**config.mk**
```make
export PLATFORM = sky130hd
export DESIGN_NAME = motor_step_ctrl_flat
export DESIGN_NICKNAME = d
export VERILOG_FILES = /design/src/rtl/motor_step_if.sv /design/src/rtl/motor_step_ctrl.sv /design/src/flat_wrapper.sv
export SDC_FILE = /design/constraint.sdc
export NUM_CORES = 1
export LEC_CHECK = 0
export ABC_CLOCK_PERIOD_IN_PS = 3300
export BUFFER_PORTS_ARGS = -buffer_cell sky130_fd_sc_hd__buf_2
export CORE_MARGIN = 1
export CORE_UTILIZATION = 62
export DETAILED_ROUTE_END_ITERATION = 12
export GPL_ROUTABILITY_DRIVEN = 0
export PLACE_DENSITY = 0.85
export SLEW_MARGIN = 25
export SYNTH_ARGS = -nofsm -noshare
export SYNTH_HDL_FRONTEND = slang
export SYNTH_SLANG_ARGS = --single-unit
```
**constraint.sdc**
```tcl
create_clock -name CP -period 3.3 [get_ports CP]
set_input_delay 0.495 -clock CP [delete_from_list [all_inputs] [get_ports CP]]
set_output_delay 0.495 -clock CP [all_outputs]
set_load 0.01 [all_outputs]
```
**src/rtl/motor_step_if.sv**
```systemverilog
// Command/status bundle between a motion controller and motor_step_ctrl.
// The controller side drives the command and abort; the stepper side returns coil phase and status.
interface motor_step_if #(
    parameter int unsigned CW = 8,
    parameter int unsigned PW = 8
);
    logic          start;
    logic          dir;
    logic [CW-1:0] steps;
    logic [CW-1:0] period;
    logic          abort;
    logic [2:0]    phase;
    logic          busy;
    logic          done;
    logic [PW-1:0] pos;

    modport master (
        output start, dir, steps, period, abort,
        input  phase, busy, done, pos
    );

    modport slave (
        input  start, dir, steps, period, abort,
        output phase, busy, done, pos
    );
endinterface

```
**src/rtl/motor_step_ctrl.sv**
```systemverilog
// Six-beat stepper sequencer: issues a latched number of steps at a fixed period,
// tracks a wrapping signed position and supports abort.
module motor_step_ctrl #(
    parameter int unsigned CW = 8,
    parameter int unsigned PW = 8
) (
    input  logic          CP,
    input  logic          CR,
    motor_step_if.slave   bus
);

    typedef enum logic [1:0] {
        IDLE = 2'd0,
        RUN  = 2'd1,
        DONE = 2'd2
    } state_e;

    localparam logic [2:0] PHASE_HOME = 3'b100;

    state_e        state_q, state_d;
    logic [CW-1:0] rem_q, rem_d;
    logic [CW-1:0] tmr_q, tmr_d;
    logic [CW-1:0] reload_q, reload_d;
    logic          dir_q, dir_d;
    logic [2:0]    phase_q, phase_d;
    logic [PW-1:0] pos_q, pos_d;
    logic          busy_q, busy_d;
    logic          done_q, done_d;
    logic [CW-1:0] start_reload;

    // One position along the coil ring; anything off the ring re-enters at home.
    function automatic logic [2:0] next_phase(input logic [2:0] cur, input logic fwd);
        logic [2:0] nxt;
        nxt = PHASE_HOME;
        case (cur)
            3'b100:  nxt = fwd ? 3'b101 : 3'b110;
            3'b101:  nxt = fwd ? 3'b001 : 3'b100;
            3'b001:  nxt = fwd ? 3'b011 : 3'b101;
            3'b011:  nxt = fwd ? 3'b010 : 3'b001;
            3'b010:  nxt = fwd ? 3'b110 : 3'b011;
            3'b110:  nxt = fwd ? 3'b100 : 3'b010;
            default: nxt = PHASE_HOME;
        endcase
        return nxt;
    endfunction

    // A period of 0 runs as a period of 1.
    assign start_reload = (bus.period == '0) ? '0 : bus.period - CW'(1);

    always_comb begin
        state_d  = state_q;
        rem_d    = rem_q;
        tmr_d    = tmr_q;
        reload_d = reload_q;
        dir_d    = dir_q;
        phase_d  = phase_q;
        pos_d    = pos_q;

        case (state_q)
            IDLE: begin
                if (bus.start) begin
                    dir_d    = bus.dir;
                    rem_d    = bus.steps;
                    tmr_d    = start_reload;
                    reload_d = start_reload;
                    state_d  = (bus.steps == '0) ? DONE : RUN;
                end
            end
            RUN: begin
                if (bus.abort) begin
                    state_d = IDLE;
                end else if (tmr_q != '0) begin
                    tmr_d = tmr_q - CW'(1);
                end else begin
                    phase_d = next_phase(phase_q, dir_q);
                    rem_d   = rem_q - CW'(1);
                    pos_d   = dir_q ? pos_q + PW'(1) : pos_q - PW'(1);
                    tmr_d   = reload_q;
                    if (rem_q == CW'(1)) begin
                        state_d = DONE;
                    end
                end
            end
            DONE: begin
                state_d = IDLE;
            end
            default: begin
                state_d = IDLE;
            end
        endcase

        busy_d = (state_d == RUN);
        done_d = (state_d == DONE);
    end

    always_ff @(posedge CP or posedge CR) begin
        if (CR) begin
            state_q  <= IDLE;
            rem_q    <= '0;
            tmr_q    <= '0;
            reload_q <= '0;
            dir_q    <= 1'b0;
            phase_q  <= PHASE_HOME;
            pos_q    <= '0;
            busy_q   <= 1'b0;
            done_q   <= 1'b0;
        end else begin
            state_q  <= state_d;
            rem_q    <= rem_d;
            tmr_q    <= tmr_d;
            reload_q <= reload_d;
            dir_q    <= dir_d;
            phase_q  <= phase_d;
            pos_q    <= pos_d;
            busy_q   <= busy_d;
            done_q   <= done_d;
        end
    end

    assign bus.phase = phase_q;
    assign bus.busy  = busy_q;
    assign bus.done  = done_q;
    assign bus.pos   = pos_q;

endmodule
```
**src/flat_wrapper.sv**
```systemverilog
// flat-port wrapper written by rule: the top's interface ports become plain ports
module motor_step_ctrl_flat 
#(
    parameter int unsigned CW = 8,
    parameter int unsigned PW = 8
)
  (CP, CR, bus_start, bus_dir, bus_steps, bus_period, bus_abort, bus_phase, bus_busy, bus_done, bus_pos);
  motor_step_if #(.CW(CW), .PW(PW)) bus_i ();
  input  logic CP;
  input  logic CR;
  input wire logic [$bits(bus_i.start)-1:0] bus_start;
  input wire logic [$bits(bus_i.dir)-1:0] bus_dir;
  input wire logic [$bits(bus_i.steps)-1:0] bus_steps;
  input wire logic [$bits(bus_i.period)-1:0] bus_period;
  input wire logic [$bits(bus_i.abort)-1:0] bus_abort;
  output wire logic [$bits(bus_i.phase)-1:0] bus_phase;
  output wire logic [$bits(bus_i.busy)-1:0] bus_busy;
  output wire logic [$bits(bus_i.done)-1:0] bus_done;
  output wire logic [$bits(bus_i.pos)-1:0] bus_pos;
  assign bus_i.start = bus_start;
  assign bus_i.dir = bus_dir;
  assign bus_i.steps = bus_steps;
  assign bus_i.period = bus_period;
  assign bus_i.abort = bus_abort;
  assign bus_phase = bus_i.phase;
  assign bus_busy = bus_i.busy;
  assign bus_done = bus_i.done;
  assign bus_pos = bus_i.pos;
  motor_step_ctrl #(.CW(CW), .PW(PW)) u_core (.CP(CP), .CR(CR), .bus(bus_i));
endmodule
```
# Yosys cells after proc, flatten, opt, wreduce, memory -nomap -nowiden
# Index checks and enable logic that the tools add are counted.
# Widths: inputs -> output; s select.
dict set report word_totals {
  regBits 40
  input_bits 21
}
dict set report op_classes {
  add_sub_neg 5
  eq_ne 13
  n_mux 23
  bitwise 2
  reduce_logical 9
}
# cell n
set op_table {}
lappend op_table {{$mux 8} 8}
lappend op_table {{$pmux 8 s2} 2}
lappend op_table {{$sub 8x1->8 const B} 4}
lappend op_table {{$pmux 3 s6} 1}
lappend op_table {{$logic_not 8->1} 2}
lappend op_table {{$mux 2} 7}
lappend op_table {{$mux 3} 4}
lappend op_table {{$eq 3x3->1 const B} 3}
lappend op_table {{$add 8x1->8 const B} 1}
lappend op_table {{$eq 8x1->1 const B} 1}
lappend op_table {{$reduce_bool 8->1} 1}
lappend op_table {{$eq 3x2->1 const B} 2}
lappend op_table {{$ne 2x2->1 const B} 3}
lappend op_table {{$reduce_and 3->1} 2}
lappend op_table {{$eq 2x1->1 const B} 2}
lappend op_table {{$pmux 2 s2} 1}
lappend op_table {{$reduce_and 4->1} 1}
lappend op_table {{$eq 3x1->1 const B} 1}
lappend op_table {{$eq 2x2->1 const B} 1}
lappend op_table {{$logic_not 2->1} 1}
lappend op_table {{$not 1->1} 2}
lappend op_table {{$reduce_and 2->1} 1}
lappend op_table {{$reduce_bool 2->1} 1}

# Depth between registers and ports, before layout
# Gate-level depths: netlist of run 1.
dict set report depth {
  depth_word 6
  mapped_depth 9
  ltp_nobuf 7
}

# Worst setup path after synthesis of run 1
# Ideal clock, no wire load.
dict set report synth_timing {
  kind {register -> register}
  startpoint {reg u_core.dir_q}
  endpoint {reg u_core.pos_q[7], in the netlist u_core.bus.pos[7]}
  setup_ns 0.139
  t_arrival_ns 1.990
  setup_slack_ns 1.171
  path_stages_with_launch 9
  synth_period_minus_slack_ns 2.129
  cell_sequence {dfrtp_1 -> clkbuf_1 -> inv_1 -> ha_1 -> o211a_1 -> nor3_1 -> a2111oi_0 -> a311oi_1 -> nand4_1}
}
dict set report synth_between {
  elab_chain_len 1
}
# item line
set synth_lines {}
lappend synth_lines {{from (decl)} motor_step_ctrl.sv:24} ;# logic dir_q, dir_d;
lappend synth_lines {{from (signal assigned)} motor_step_ctrl.sv:112} ;# dir_q <= dir_d;
lappend synth_lines {{$mux 8} motor_step_ctrl.sv:77} ;# pos_d = dir_q ? pos_q + PW'(1) : pos_q - PW'(1);
lappend synth_lines {{to (signal assigned)} motor_step_ctrl.sv:114} ;# pos_q <= pos_d;
lappend synth_lines {{to (decl)} motor_step_ctrl.sv:26} ;# logic [PW-1:0] pos_q, pos_d;
# No other way between the ends.
# A chain may end at the register's enable or synchronous reset.

# Final worst setup path of run 1
# Same ends and word-level chain as after synthesis.

==> impl_metrics.ini, run 1 <==
[die]
io_pins = 34
num_rows = 22
design.die.area_sq_mm = 0.00434
die_w_um = 65.9
start_util_pct = 66.6
coreArea_sq_mm = 0.00380
die_h_um = 65.9

[synth]
yosys.area_share.simple_pct = 19.9
synth_most_common_cell = dfrtp_1
synth_cells = 283
syn_avg_cell_area_sq_um = 8.94
yosys-top-cells-area = dfrtp_1, ha_1, o21ai_0
synth_async_sr_flop_share_pct = 100
ys.warnings.count = 0
yosys-mux-area-fraction_pct = 4.99
synth_seq_area_share_pct = 39.6
synth_ff_type = dfrtp_1
synth_nets = 317
syn_area_sq_mm = 0.00253
yosys-top-cells-count = dfrtp_1, nor2_1, o21ai_0
synth_compound_area_share_pct = 22.2
synth_edf_count = 0
ys_ff_latch = 40
synth_adder_area_share_pct = 6.72
synth_top_family_by_area = compound AO/OA/AOI/OAI gates
ys_types = 56
yosys.area.top_type_share_pct = 38.6
yosys.area.top_type = dfrtp_1
synth_xor_area_share_pct = 3.11

[power]
power_density_mw_per_mm2 = 891
finalPower_mw = 2.54
ir_drop_v = 0.000565
p_leak_nw = 1.36

[detailed_routing]
avgViaCountPerCell = 6.14
drc = 0
dr_total_vias = 2242
detail-route-antenna-nets = 0
wl_mm = 5.45
post_drt_wl_per_cell_um = 14.9
drt_iter0_drc = 352
firstDrtPassIters = 4

[worst_setup_path]
crit_fanout = 8
critPathLaunchType = register
crit_required_ps = 3480
endpoint = u_core.bus.pos[7]
reg2reg_slack_ps = 960
worstRegToRegCells = 7
crit_start = u_core.dir_q
end_kind = register
r2r_end = u_core.bus.pos[7]
r2r_start = u_core.dir_q
crit_type = reg -> reg
arrival_ps = 2520

[finish]
syn2layout_area_growth_pct = 12.8
finalNonFillerCells = 365
fin_nets = 350
drive_gt1_share_pct = 17.7
antennaDiodeCount = 0
stdcell_area_sq_mm = 0.00286

[clock_network]
cts_hold_buf = 0
htree_levels = 2
cts_tree = built
clock_sinks = 40
clk_path_buf_depth = 2
insertion_delay_ps = 310
clk_pin_slew_ps = 80
root_buffer = clkbuf_8
post_cts_buffers = 0
cts-resized-gates = 0
cts_made_buffers = 5

[sta]
slew_headroom_pct = 32.3
finalSetupTns_ps = 0
grt_setup_unrepaired = no
worst_slew_pin_slew_ps = 1010
post-route-min-period_ps = 2340
final_hold_viol_count = 0
fin_worst_skew_ps = 7.68
maxSlewViolCount = 0
fin_crit_sh_pct = 71.0
fmax_mhz = 427
setup_violations = 0

[global_route]
grt_start_max_net_pins = 25
grt_overflow = 0
first_global_vias = 2215
grt_antenna_before_repair = 0
grtUsageTotal_pct = 29.0
grt_pass1_wl_mm = 9.51

[place]
dpl-instance-area_sq_mm = 0.00273
place.port_buffers = 33
dp.cells = 357
hpwlAfterDp_mm = 4.01

[worst_hold_path]
min_path_type = in -> async

[flow_run]
maxCapViolations = 0

[status]
outcome = finished clean
report_power, final:
group	switching, mW	leakage, nW	internal (mW)
clock network	0.179	0.0645	0.267
registers	0.230	0.492	0.706
logic	0.644	0.804	0.518
total	1.05	1.36	1.49
routing by layer:
metal | up-vias | share of wire, % | track usage (%)
li1 | 1102 | - | -
met1 | 1067 | 46 | 36.2
met2 | 62 | 47 | 48.3
met3 | 11 | 4.9 | 6.21
met4 | 0 | 1.5 | 12.0
met5 | - | 0 | 0
worst min-delay path by stage:
| stage | from | depth (start not counted) | endpoint | slack [ps] |
|---|---|---|---|---|
| finish | CR | 2 | u_core.bus.pos[2] | 260 |
| global route | CR | 2 | u_core.bus.pos[2] | 330 |
| CTS | CR | 2 | u_core.bus.pos[2] | 270 |
| detailed placement | u_core.reload_q[3] | 1 | u_core.reload_q[3] | 470 |
| global placement | u_core.reload_q[3] | 1 | u_core.reload_q[3] | 460 |
| floorplan | u_core.reload_q[5] | 1 | u_core.reload_q[5] | 440 |
layout by cell type, fill, tap and decap left out, types with 2 or more instances in the layout:
cell type	netlist	routed
a2111oi_0	2	2
a21o_1	7	7
a21oi_1	19	19
a221o_1	3	3
a22oi_1	2	2
a311oi_1	2	2
a31oi_1	4	4
and2_1	4	4
buf_2	1	33
buf_4	1	3
clkbuf_8	0	7
dfrtp_1	39	39
ha_1	12	12
inv_1	10	10
mux2_2	5	5
mux2i_1	7	7
nand2_1	23	23
nand2b_1	9	9
nand3_1	6	6
nor2_1	27	27
nor3_1	11	11
nor4_1	4	4
o211ai_1	3	3
o21ai_0	27	27
o22a_1	3	3
o22ai_1	5	5
or3_1	4	4
xnor2_1	6	6
xor2_1	3	3
registers in the layout, summed over array words and instances (netlist names):
register and flops:
u_core.bus.busy 1, u_core.bus.done 1, u_core.bus.phase 3, u_core.bus.pos 8, u_core.dir_q 1, u_core.reload_q 8
u_core.rem_q 8, u_core.state_q 2, u_core.tmr_q 8
cell type report:
| class | count | area, sq um |
|---|---|---|
| clock buffers | 7 | 96.3 |
| clock inverters | 1 | 30.0 |
| fillers | 283 | 943 |
| inverters | 10 | 37.5 |
| multi-input cells | 223 | 1440 |
| flip-flops and latches | 40 | 1000 |
| well taps | 48 | 60.1 |
| repair buffers | 36 | 188 |
worst max-delay path, stage by stage (launching register included):
cell and delay (ps):
dfrtp_1 540, inv_1 240, ha_1 390, o211a_1 220
nor3_1 330, a2111oi_0 130, a311oi_1 260, nand4_1 110
per-stage QoR:
step           hold WS, ps  utilization, %  setup WS [ps]
6_report               256            75.2            955
5_1_grt                328            75.2            764
4_1_cts                274            75.2            964
3_5_place_dp           471            71.8            968
3_3_place_gp           459            71.8            985
2_1_floorplan          443               -           1170
cells by family (layout without fill, tap and decap cells):
| family | count (synthesis) | in the layout |
|---|---|---|
| multiplexers | 12 | 12 |
| AO/OA/AOI/OAI | 88 | 88 |
| XOR/XNOR | 9 | 9 |
| adder cells (fa/ha/maj) | 13 | 13 |
| AND/OR/NAND/NOR | 101 | 101 |
| buffers and inverters | 20 | 54 |
| flip-flops | 40 | 40 |
No activity file was read; power rests on OpenSTA's default activity.
==> run 2: changes to the inputs <==
--- a/config.mk
+++ b/config.mk
@@ -5,13 +5,13 @@
 export SDC_FILE = /design/constraint.sdc
 export NUM_CORES = 1
 export LEC_CHECK = 0
-export ABC_CLOCK_PERIOD_IN_PS = 3300
+export ABC_CLOCK_PERIOD_IN_PS = 2000
 export BUFFER_PORTS_ARGS = -buffer_cell sky130_fd_sc_hd__buf_2
 export CORE_MARGIN = 1
-export CORE_UTILIZATION = 62
+export CORE_UTILIZATION = 52
 export DETAILED_ROUTE_END_ITERATION = 12
 export GPL_ROUTABILITY_DRIVEN = 0
-export PLACE_DENSITY = 0.85
+export PLACE_DENSITY = 0.76
 export SLEW_MARGIN = 25
 export SYNTH_ARGS = -nofsm -noshare
 export SYNTH_HDL_FRONTEND = slang
==> constraint.sdc (replaced) <==
create_clock -name CP -period 2 [get_ports CP]
set_input_delay 0.3 -clock CP [delete_from_list [all_inputs] [get_ports CP]]
set_output_delay 0.3 -clock CP [all_outputs]
set_load 0.01 [all_outputs]
==> impl_metrics.ini, run 2 (synthesis gave the netlist of run 1 again) <==
[clock_network]
htree_levels = 2
clock_sinks = 40
cts_hold_buf = 0
root_buffer = clkbuf_8
insertion_delay_ps = 300
cts_made_buffers = 5
clk_path_buf_depth = 2
clk_pin_slew_ps = 80
cts_tree = built

[power]
power_density_mw_per_mm2 = 1480
clockPowerShare_pct = 14.0
finalPower_mw = 4.72
switching_share_pct = 40.7
internal-power_mw = 2.80
p_seq_share_pct = 30.7
ir_drop_v = 0.000643
p_leak_nw = 1.51
p_switching_mw = 1.92
p_comb_share_pct = 55.4

[sta]
fin_worst_skew_ps = 6.26
worst_slew_pin_slew_ps = 499
maxSlewViolCount = 0
setup_ws_ps = 51.2
post-route-min-period_ps = 1950
setup_violations = 0
finalSetupTns_ps = 0
fin_crit_sh_pct = 97.4
fmax_mhz = 513
grt_setup_unrepaired = yes
slew_headroom_pct = 66.7
final_hold_viol_count = 0

[detailed_routing]
drc = 0
avgViaCountPerCell = 5.90
drt_iter0_drc = 133
dr_total_vias = 2371
firstDrtPassIters = 4
post_drt_wl_per_cell_um = 15.1
wl_mm = 6.05
detail-route-antenna-nets = 0

[finish]
num-fill-cells = 392
fin_nets = 381
layout_common_cells = dfrtp_1, buf_2, buf_4
layout_commonest_cell = dfrtp_1
antennaDiodeCount = 0
stdcell_area_sq_mm = 0.00318
syn2layout_area_growth_pct = 25.7
drive_gt1_share_pct = 29.3

[die]
start_util_pct = 53.9
design.die.area_sq_mm = 0.00515
num_rows = 25
coreArea_sq_mm = 0.00469
die_h_um = 71.8
die_w_um = 71.8
io_pins = 34

[status]
outcome = finished clean

[worst_setup_path]
end_kind = register
crit_type = reg -> reg
crit_start = u_core.dir_q
arrival_ps = 2120
critPathLaunchType = register
crit_fanout = 8
r2r_start = u_core.dir_q
crit_required_ps = 2170

[worst_hold_path]
min_path_type = in -> async

[place]
place.port_buffers = 33
place_ws_ps = -53.4
hpwlAfterDp_mm = 4.23
dpl-instance-area_sq_mm = 0.00292

[global_route]
grt_start_max_net_pins = 20
grtUsageTotal_pct = 23.9
grt_antenna_before_repair = 0
first_global_vias = 2118
grt_pass1_wl_mm = 9.76
grt_overflow = 0

[flow_run]
maxCapViolations = 0
-- run 2: cell count changes in the layout (fill, tap and decap cells not counted), sizes merged --
cell	change
buf	+31
clkbuf	-1
clkinv	+1
-- run 2: critical path: stages (launching register included) --
cell and delay (ps):
dfrtp_1 390, inv_4 80, buf_4 140, ha_1 310, o211a_1 180, nor3_4 250
a2111oi_2 90, a311oi_1 270, nand4_1 110
-- run 2: repair_timing --
item,in CTS,in global routing
cloned,0,1
setup endpoints to repair,2,14
buffers inserted,0,6
hold endpoints to repair,0,0
pin swaps,0,7
resized for setup,5,21
-- run 2: power groups by stage --
stage,combinational (mW),clock (mW),sequential [mW]
floorplan,1.51,0,1.47
global placement,2.21,0,1.42
detailed placement,2.28,0,1.43
CTS,2.31,0.669,1.42
global route,2.89,0.706,1.49
finish,2.61,0.660,1.45
-- run 2: stage by stage --
step | utilization (%) | hold WS (ps) | cells
finish | 67.8 | 16.6 | 402
global route | 67.8 | 46.8 | 402
CTS | 64.9 | 26.0 | 395
detailed placement | 62.3 | 348 | 387
global placement | 62.3 | 345 | 387
floorplan | - | 443 | 283
-- run 2: path summary, 6_finish.rpt --
kind                                            end  slack, ps  cells past startpoint
worst min-delay path                u_core.rem_q[6]         20                      2
max in group asynchronous       u_core.bus.phase[2]       1330                      3
worst min register to register   u_core.reload_q[1]        480                      2
min in group CP                        u_core.dir_q        230                      2
worst max register to register    u_core.bus.pos[7]         50                      8
worst max-delay path              u_core.bus.pos[7]         50                      8
-- run 2: area by class of cell --
class                      count  area [sq um]  area share [%]
multi-input combinational    223          1540            48.5
sequential                    40          1000            31.5
timing repair buffer          67           422            13.3
clock buffer                   6          72.6            2.28
tap                           54          67.6            2.12
inverter                      10          40.0            1.26
clock inverter                 2          35.0            1.10
-- run 2: metal layers --
metal	track usage, %	vias up	routed length, um
li1	-	1163	-
met1	33.2	1122	2720
met2	38.4	76	3000
met3	3.94	10	259
met4	7.41	0	70
met5	0	-	0
==> run 3: changes to the inputs <==
--- a/config.mk
+++ b/config.mk
@@ -11,6 +11,7 @@
 export CORE_UTILIZATION = 52
 export DETAILED_ROUTE_END_ITERATION = 12
 export GPL_ROUTABILITY_DRIVEN = 0
+export GPL_TIMING_DRIVEN = 0
 export PLACE_DENSITY = 0.76
 export SLEW_MARGIN = 25
 export SYNTH_ARGS = -nofsm -noshare
==> constraint.sdc (replaced) <==
create_clock -name CP -period 2 [get_ports CP]
set_input_delay 0.2 -clock CP [delete_from_list [all_inputs] [get_ports CP]]
set_output_delay 0.2 -clock CP [all_outputs]
set_load 0.01 [all_outputs]
==> impl_metrics.ini, run 3 (synthesis gave the netlist of run 1 again) <==
[finish]
stdcell_area_sq_mm = 0.00311
layout_common_cells = dfrtp_1, buf_2, nor2_1
layout_commonest_cell = dfrtp_1
fin_nets = 369
antennaDiodeCount = 0
drive_gt1_share_pct = 26.8
syn2layout_area_growth_pct = 23.0

[worst_setup_path]
critPathLaunchType = register
arrival_ps = 2210
max_stage_delay_ps = 400
cp_cell_sequence = inv_2, ha_1, or3b_1, clkbuf_8, or3_1, a31oi_1, a31oi_1, a221o_1
crit_fanout = 5
crit_required_ps = 2180
crit_type = reg -> reg
critPathBufInv = 2
slowest_stage = dfrtp_1
r2r_start = u_core.tmr_q[0]
crit_cells = 8
path_common_cell = a31oi_1
cpLargestDelayFamily = simple AND/OR/NAND/NOR gates
crit_start = u_core.tmr_q[0]
end_kind = register
worstRegToRegCells = 8

[die]
coreArea_sq_mm = 0.00469
die_h_um = 71.8
io_pins = 34
design.die.area_sq_mm = 0.00515
num_rows = 25
die_w_um = 71.8
start_util_pct = 53.9

[sta]
maxSlewViolCount = 0
fin_crit_sh_pct = 102
fin_worst_skew_ps = 2.33
fmax_mhz = 492
setup_violations = 5
worst_slew_pin_slew_ps = 675
grt_setup_unrepaired = yes
final_hold_viol_count = 0
slew_headroom_pct = 54.3
setup_ws_ps = -33.5
post-route-min-period_ps = 2030

[global_route]
grt_antenna_before_repair = 0
first_global_vias = 2132
grt_pass1_wl_mm = 9.65
grtUsageTotal_pct = 23.9
grt_start_max_net_pins = 27
grt_overflow = 0

[power]
p_comb_share_pct = 51.0
p_seq_share_pct = 34.2
p_switching_mw = 1.86
p_leak_nw = 1.46
ir_drop_v = 0.000724
clockPowerShare_pct = 14.8
finalPower_mw = 4.43
internal-power_mw = 2.57
switching_share_pct = 41.9
power_density_mw_per_mm2 = 1420

[worst_hold_path]
holdPathStages = 2
min_from = bus_dir
min_path_type = in -> reg

[detailed_routing]
avgViaCountPerCell = 5.91
wl_met3_um = 214
wl_mm = 5.89
drt_iter0_drc = 111
post_drt_wl_per_cell_um = 15.1
dr_total_vias = 2304
wl_met1_mm = 2.75
detail-route-antenna-nets = 0
wl_met2_mm = 2.88
firstDrtPassIters = 4
drc = 0
highest_layer = met4

[clock_network]
clock_sinks = 40
clk_path_buf_depth = 2
root_buffer = clkbuf_8
insertion_delay_ps = 290
cts_tree = built
clk_pin_slew_ps = 80
cts_made_buffers = 5
htree_levels = 2

[status]
violations = negative setup slack
outcome = finished with violations

[place]
hpwlAfterDp_mm = 3.99
place.port_buffers = 33
dpl-instance-area_sq_mm = 0.00280

[flow_run]
maxCapViolations = 0
==> run 3: final timing paths <==
check	to	slack, ps
min in group asynchronous	u_core.bus.pos[0]	440
worst max register to register	u_core.tmr_q[5]	-30
worst min register to register	u_core.reload_q[3]	480
worst min-delay path	u_core.dir_q	150
max in group asynchronous	u_core.tmr_q[3]	1100
worst max-delay path	u_core.tmr_q[5]	-30
==> run 3: area by class of cell <==
type | count | area (sq um)
inverters | 10 | 42.5
clock inverters | 2 | 35.0
repair buffers | 45 | 265
multi-input cells | 223 | 1550
flip-flops and latches | 40 | 1000
clock buffers | 6 | 72.6
well taps | 54 | 67.6
plain buffers | 10 | 72.6
fillers | 386 | 1580
==> run 3: power by group through the flow <==
| stage | Sequential (mW) | Combinational, mW | Clock [mW] |
|---|---|---|---|
| floorplan | 1.47 | 1.51 | 0 |
| global placement | 1.49 | 1.92 | 0 |
| detailed placement | 1.50 | 1.98 | 0 |
| CTS | 1.49 | 2.13 | 0.662 |
| global route | 1.57 | 2.50 | 0.701 |
| finish | 1.52 | 2.26 | 0.657 |
==> run 3: repair_timing <==
action | 4_1_cts | 5_1_grt
gates cloned | 2 | 0
hold endpoints to repair | 13 | 0
setup buffers | 5 | 3
hold buffers | 1 | 0
pin swaps | 0 | 6
gates resized for setup | 18 | 21
endpoints found under the setup margin | 30 | 32
==> run 3: per-stage QoR <==
stage / instances / setup WS (ps) / util [%] / TNS [ps] / hold WS (ps)
global route: 390 / -110 / 66.3 / -966 / 145
detailed placement: 371 / -260 / 59.7 / -3990 / 183
floorplan: 283 / 8.88 / - / 0 / 351
CTS: 387 / -0.274 / 64.2 / -0.274 / 140
global placement: 370 / -240 / 59.3 / -3670 / 444
finish: 390 / -33.5 / 66.3 / -103 / 146
==> run 3: routing by layer <==
layer	up-vias	GRT usage [%]
li1	1140	-
met1	1098	31.7
met2	59	39.5
met3	7	4.50
met4	0	7.84
met5	-	0
